### src/rtl/multi_cycle_mips.sv
// Multi-cycle MIPS subset core: IF -> ID -> EX -> {MEM} -> {WB}, one instruction in flight.
// Define MC_MIPS_IMM_EN to add addi/slti/andi/ori; otherwise those opcodes retire as nops.
module multi_cycle_mips #(
  parameter int unsigned MEM_ADDR_W = 7,
  parameter int unsigned MEM_LAT    = 1,
  parameter logic [31:0] RESET_PC   = 32'h0
) (
  input  logic                  clk,
  input  logic                  rst_n,
  output logic [31:0]           IR_addr,
  input  logic [31:0]           IR,
  input  logic [31:0]           ReadDataMem,
  output logic                  CEN,
  output logic                  WEN,
  output logic                  OEN,
  output logic [MEM_ADDR_W-1:0] A,
  output logic [31:0]           Data2Mem,
  output logic                  retire
);

`ifdef MC_MIPS_IMM_EN
  localparam bit ImmEn = 1'b1;
`else
  localparam bit ImmEn = 1'b0;
`endif

  localparam logic [5:0] OpRtype = 6'h00;
  localparam logic [5:0] OpJ     = 6'h02;
  localparam logic [5:0] OpJal   = 6'h03;
  localparam logic [5:0] OpBeq   = 6'h04;
  localparam logic [5:0] OpBne   = 6'h05;
  localparam logic [5:0] OpAddi  = 6'h08;
  localparam logic [5:0] OpSlti  = 6'h0A;
  localparam logic [5:0] OpAndi  = 6'h0C;
  localparam logic [5:0] OpOri   = 6'h0D;
  localparam logic [5:0] OpLw    = 6'h23;
  localparam logic [5:0] OpSw    = 6'h2B;

  localparam logic [5:0] FnSll = 6'h00;
  localparam logic [5:0] FnSrl = 6'h02;
  localparam logic [5:0] FnJr  = 6'h08;
  localparam logic [5:0] FnAdd = 6'h20;
  localparam logic [5:0] FnSub = 6'h22;
  localparam logic [5:0] FnAnd = 6'h24;
  localparam logic [5:0] FnOr  = 6'h25;
  localparam logic [5:0] FnSlt = 6'h2A;

  typedef enum logic [2:0] {StIf, StId, StEx, StMem, StWb} state_e;

  state_e      state;
  logic [31:0] pc;
  logic [31:0] ir;
  logic [31:0] op_a;
  logic [31:0] op_b;
  logic [31:0] alu_res;
  logic [31:0] mdr;
  logic [3:0]  wait_cnt;
  logic [31:0] regs [32];

  logic [5:0]  op, funct;
  logic [4:0]  rs, rt, rd, shamt;
  logic [15:0] imm;
  logic [25:0] tgt;
  logic [31:0] sext, zext, pc4, alu, next_pc;
  logic        is_r, is_jr, is_lw, is_sw, is_beq, is_bne, is_j, is_jal, is_imm, is_short, taken;

  assign op    = ir[31:26];
  assign rs    = ir[25:21];
  assign rt    = ir[20:16];
  assign rd    = ir[15:11];
  assign shamt = ir[10:6];
  assign funct = ir[5:0];
  assign imm   = ir[15:0];
  assign tgt   = ir[25:0];
  assign sext  = {{16{imm[15]}}, imm};
  assign zext  = {16'h0, imm};
  assign pc4   = pc + 32'd4;

  assign is_r   = (op == OpRtype) &&
                  (funct == FnAdd || funct == FnSub || funct == FnAnd || funct == FnOr ||
                   funct == FnSlt || funct == FnSll || funct == FnSrl);
  assign is_jr  = (op == OpRtype) && (funct == FnJr);
  assign is_lw  = (op == OpLw);
  assign is_sw  = (op == OpSw);
  assign is_beq = (op == OpBeq);
  assign is_bne = (op == OpBne);
  assign is_j   = (op == OpJ);
  assign is_jal = (op == OpJal);
  assign is_imm = ImmEn && (op == OpAddi || op == OpSlti || op == OpAndi || op == OpOri);
  // Branches, jumps and anything unrecognised all finish in EX.
  assign is_short = !(is_r || is_lw || is_sw || is_imm);
  assign taken    = (is_beq && (op_a == op_b)) || (is_bne && (op_a != op_b));

  assign IR_addr = pc;

  always_comb begin
    alu = 32'h0;
    if (is_r) begin
      case (funct)
        FnAdd:   alu = op_a + op_b;
        FnSub:   alu = op_a - op_b;
        FnAnd:   alu = op_a & op_b;
        FnOr:    alu = op_a | op_b;
        FnSlt:   alu = {31'h0, $signed(op_a) < $signed(op_b)};
        FnSll:   alu = op_b << shamt;
        FnSrl:   alu = op_b >> shamt;
        default: alu = 32'h0;
      endcase
    end else if (is_lw || is_sw) begin
      alu = op_a + sext;
    end else if (is_imm) begin
      case (op)
        OpAddi:  alu = op_a + sext;
        OpSlti:  alu = {31'h0, $signed(op_a) < $signed(sext)};
        OpAndi:  alu = op_a & zext;
        OpOri:   alu = op_a | zext;
        default: alu = 32'h0;
      endcase
    end
  end

  always_comb begin
    next_pc = pc4;
    if (is_jr) begin
      next_pc = op_a;
    end else if (is_j || is_jal) begin
      next_pc = {pc4[31:28], tgt, 2'b00};
    end else if (taken) begin
      next_pc = pc4 + {sext[29:0], 2'b00};
    end
  end

  always_ff @(posedge clk) begin
    if (!rst_n) begin
      state    <= StIf;
      pc       <= RESET_PC;
      ir       <= 32'h0;
      op_a     <= 32'h0;
      op_b     <= 32'h0;
      alu_res  <= 32'h0;
      mdr      <= 32'h0;
      wait_cnt <= 4'h0;
      CEN      <= 1'b1;
      WEN      <= 1'b1;
      OEN      <= 1'b1;
      A        <= '0;
      Data2Mem <= 32'h0;
      retire   <= 1'b0;
      for (int i = 0; i < 32; i++) begin
        regs[i] <= 32'h0;
      end
    end else begin
      // retire is raised on the transition into an instruction's final cycle.
      retire <= 1'b0;
      case (state)
        StIf: begin
          ir    <= IR;
          state <= StId;
        end
        StId: begin
          op_a   <= (rs == 5'd0) ? 32'h0 : regs[rs];
          op_b   <= (rt == 5'd0) ? 32'h0 : regs[rt];
          state  <= StEx;
          retire <= is_short;
        end
        StEx: begin
          alu_res <= alu;
          if (is_short) begin
            pc    <= next_pc;
            state <= StIf;
            if (is_jal) begin
              regs[31] <= pc4;
            end
          end else if (is_lw || is_sw) begin
            state    <= StMem;
            wait_cnt <= 4'(MEM_LAT - 1);
            CEN      <= 1'b0;
            OEN      <= !is_lw;
            WEN      <= !is_sw;
            A        <= alu[MEM_ADDR_W+1:2];
            Data2Mem <= op_b;
            retire   <= is_sw && (MEM_LAT == 1);
          end else begin
            state  <= StWb;
            retire <= 1'b1;
          end
        end
        StMem: begin
          if (wait_cnt == 4'd0) begin
            CEN <= 1'b1;
            OEN <= 1'b1;
            WEN <= 1'b1;
            mdr <= ReadDataMem;
            if (is_sw) begin
              pc    <= pc4;
              state <= StIf;
            end else begin
              state  <= StWb;
              retire <= 1'b1;
            end
          end else begin
            wait_cnt <= wait_cnt - 4'd1;
            retire   <= is_sw && (wait_cnt == 4'd1);
          end
        end
        StWb: begin
          if (is_lw) begin
            if (rt != 5'd0) regs[rt] <= mdr;
          end else if (is_imm) begin
            if (rt != 5'd0) regs[rt] <= alu_res;
          end else begin
            if (rd != 5'd0) regs[rd] <= alu_res;
          end
          pc    <= pc4;
          state <= StIf;
        end
        default: state <= StIf;
      endcase
    end
  end

endmodule

### config.mk
export PLATFORM = sky130hd
export DESIGN_NAME = multi_cycle_mips
export DESIGN_NICKNAME = d
export VERILOG_FILES = /design/src/rtl/multi_cycle_mips.sv
export SDC_FILE = /design/constraint.sdc
export NUM_CORES = 2
export LEC_CHECK = 0
export CELL_PAD_IN_SITES_DETAIL_PLACEMENT = 0
export CELL_PAD_IN_SITES_GLOBAL_PLACEMENT = 1
export CORE_ASPECT_RATIO = 0.6
export CORE_MARGIN = 3
export CORE_UTILIZATION = 30
export DETAILED_ROUTE_END_ITERATION = 8
export PLACE_DENSITY_LB_ADDON = 0.1
export SYNTH_ARGS = -nofsm -noshare
export SYNTH_HDL_FRONTEND = slang
export SYNTH_SLANG_ARGS = --single-unit
### constraint.sdc
create_clock -name clk -period 3.9 [get_ports clk]
set_input_delay 0.39 -clock clk [delete_from_list [all_inputs] [get_ports clk]]
set_output_delay 0.39 -clock clk [all_outputs]
set_load 0.01 [all_outputs]
==> out/metrics.yaml <==
status:
  status: "complete, no violations"
clocking:
  cts_root_buf: "clkbuf_16"
  numClockSinks: 1276
  clk_pin_slew_worst_paths_ps: 80
  clock_latency_ps: 840
  numCtsBuffers: 146
  cts_tree: "done"
  cts_htree_levels: 4
  clock_path_buffers: 4
timing:
  period_share_pct: 98.98
  setup_violations: 0
  slew_headroom_pct: 16.71
  hold_slack_ps: 131.2
  report.final.slew_viol_count: 0
  rsz0062_at_grt: "yes"
  fmax_mhz: 259.1
  worst_pin_slew_ps: 1245
  finalClockSkew_ps: 56.42
  finalCriticalPeriod_ps: 3860
  final-hold-violation-count: 0
floorplanning:
  initial_utilization_pct: 30.27
  fp.dieW_um: 646.2
  die-area_um2: 252100
  io_pins: 141
  die_h_um: 390.1
  rows: 140
  core_um2: 243700
worst_setup_path:
  crit_path_frequent_cell: "a211oi_1"
  critPathArrivalTime_ps: 4620
  crit_fanout: 6
  critPathLaunchType: "flip-flop"
  end_kind: "flip-flop"
  critPathRequiredTime_ps: 4660
  critPathKind: "flip-flop to flip-flop"
  slowest_delay_ps: 610
  slowest_stage: "o21ai_1"
  crit_chain: "buf_12 -> ha_1 -> a211oi_1 -> o21ai_0 -> a41oi_1 -> o21bai_1 -> a21oi_1 -> and4b_1 -> a211oi_1 -> xnor2_1 -> o21ai_1 -> o221a_2"
pwr:
  irDropWorstVdd_mv: 0.3246
  cellLeakagePower_nw: 30.30
  p_per_area_nw_per_um2: 440.2
layout:
  area_growth_pct: 21.19
  layout-drive-gt1-share_pct: 26.80
  fin_nets: 6837
  mostFrequentLayoutCell: "nor2_1"
  final_cell_mix: "nor2_1, edfxtp_1, mux4_2"
  fin_util_pct: 36.69
yosys:
  ys_async_sr_fraction_pct: 0
  syn-cell-area_um2: 73770
  yosys_warnings: 0
  ys_seq_area_share_pct: 48.52
  synth_edf_count: 1024
  ys.flop_type: "edfxtp_1"
  syn_area_per_cell_um2: 12.03
  ys_types: 100
  ys_ff_latch: 1276
  postSynthCellCount: 6134
global_routing:
  grt_pass1_wl_um: 484700
  antenna_found_initial: 19
  grt_pass1_vias: 55920
  grt_max_degree: 125
  grt_remaining_overflow: 0
  track_usage_pct: 27.69
routing:
  wl_per_cell_um: 35.56
  antenna_left: 0
  drtIter0Drc: 8120
  vias: 58370
  drc: 0
  dr.pass1.iters: 6
  vias_per_cell: 5.852
  finalWirelength_um: 354700
placement:
  hpwl_um: 254700
  place.port_buffers: 140
  routabilityCongestion: 0.9769
flow_run:
  maxCapViolations: 0
hold_path:
  min_path_type: "input port to flip-flop"
worst max-delay path, delay by kind of cell, from the launching register on:
kind	cells	cell delay, ps
AOI/OAI and AO/OA	8	2500
DFF	1	450
adders and majority gates	1	250
and+or+nand+nor	1	250
buffers and inverters	1	200
xor gates and xnor gates	1	150
final timing paths:
kind              slack (ps)  cells past startpoint                        end                       from
setup / recovery          40                     12   alu_res[19]$_SDFFE_PN0P_       op_a[1]$_SDFFE_PN0P_
hold / removal           130                      3       mdr[18]$_SDFFE_PN0P_            ReadDataMem[18]
setup reg to reg          40                     12   alu_res[19]$_SDFFE_PN0P_       op_a[1]$_SDFFE_PN0P_
hold reg to reg          450                      2  Data2Mem[22]$_SDFFE_PN0P_  Data2Mem[22]$_SDFFE_PN0P_
flip-flops by register name (all words and copies together) (netlist names), 3 cells and up, named ones only:
register  cells
regs       1024
Data2Mem     32
IR_addr      32
alu_res      32
ir           32
mdr          32
op_a         32
op_b         32
A             7
wait_cnt      4
state         3
synth_stat cells (10+ instances only):
cell	number	area share (%)
xnor2_1	52	0.62
o21ai_0	184	1.2
nand2_1	433	2.2
o221ai_1	21	0.25
a21oi_1	312	2.1
and3_1	18	0.15
nor2b_1	23	0.20
a31oi_1	32	0.27
nand4_1	24	0.20
nor2_1	1203	6.1
nand3_1	48	0.33
a21o_1	40	0.41
nand2b_1	11	0.093
clkbuf_1	450	2.3
or3_1	14	0.12
buf_1	62	0.32
xor2_1	35	0.42
buf_2	36	0.24
nor4_1	18	0.15
o211ai_1	33	0.34
dfxtp_1	252	6.8
mux2_2	10	0.15
ha_1	166	2.8
a221o_1	16	0.22
mux4_2	684	21
a211o_1	14	0.17
o21a_1	16	0.16
mux2i_1	161	2.2
a22oi_1	19	0.19
o21bai_1	22	0.22
o22ai_1	125	1.1
a211oi_1	43	0.44
nor3_1	68	0.46
o31ai_1	19	0.19
a2111oi_0	11	0.13
buf_4	11	0.11
o211a_1	12	0.16
and2_1	80	0.68
a221oi_1	31	0.37
edfxtp_1	1024	42
inv_1	156	0.79
final cells by class:
type / instances / area, µm²
Antenna cell: 6 / 15.01
Clock buffer: 182 / 3904
Clock inverter: 67 / 631.9
Fill cell: 23550 / 154300
Inverter: 157 / 596.8
Multi-Input combinational cell: 4171 / 36100
Sequential cell: 1276 / 35840
Tap cell: 3266 / 4086
Timing Repair Buffer: 849 / 8217
metrics by stage:
stage / area [µm²] / setup slack, ps / std cells / total power, mW / TNS (ps)
after floorplan: 73950 / 7.833 / 6165 / 20.68 / 0
after global placement: 84640 / -281.1 / 9711 / 25.48 / -542.3
after detailed placement: 84640 / -232.8 / 9711 / 25.43 / -678.5
after CTS: 89190 / 27.15 / 9961 / 39.42 / 0
after global routing: 89380 / -29.47 / 9968 / 40.58 / -66.02
final: 89390 / 39.94 / 9974 / 39.35 / 0
where the power goes:
group / internal [mW] / leakage, nW / switching, mW / total (mW)
clock: 7.77 / 2.20 / 6.16 / 13.9
combinational: 3.83 / 15.5 / 5.92 / 9.75
sequential: 15.2 / 12.6 / 0.480 / 15.7
total: 26.8 / 30.3 / 12.6 / 39.4
repair_timing:
item | CTS | global route
gates resized for setup | 2 | 32
pin swaps | 0 | 6
buffers inserted | 0 | 7
endpoints found under the setup margin | 5 | 57
hold endpoints to repair | 23 | 0
cloned | 0 | 0
hold buffers | 1 | 0
per-layer routing:
metal | part of all wire (%) | track usage [%] | vias up
met5 | 0 | 0 | -
met4 | 1.3 | 3.779 | 0
met3 | 10 | 6.904 | 248
met2 | 38 | 35.40 | 2963
met1 | 50 | 46.24 | 30940
li1 | - | - | 24210
kinds of logic (layout without fill, tap and decap cells):
kind of cell	count (synthesis)	in the layout	synth area share, %
xor+xnor	87	87	1.033
mux	855	855	23.22
simple gates	1981	1981	11.24
compound gates	1046	1046	9.261
other cells	1	38	0.005084
flops	1276	1276	48.52
fa+ha+maj	170	170	2.924
buf+inv	718	1255	3.791
(Power assumes the default switching activity.)
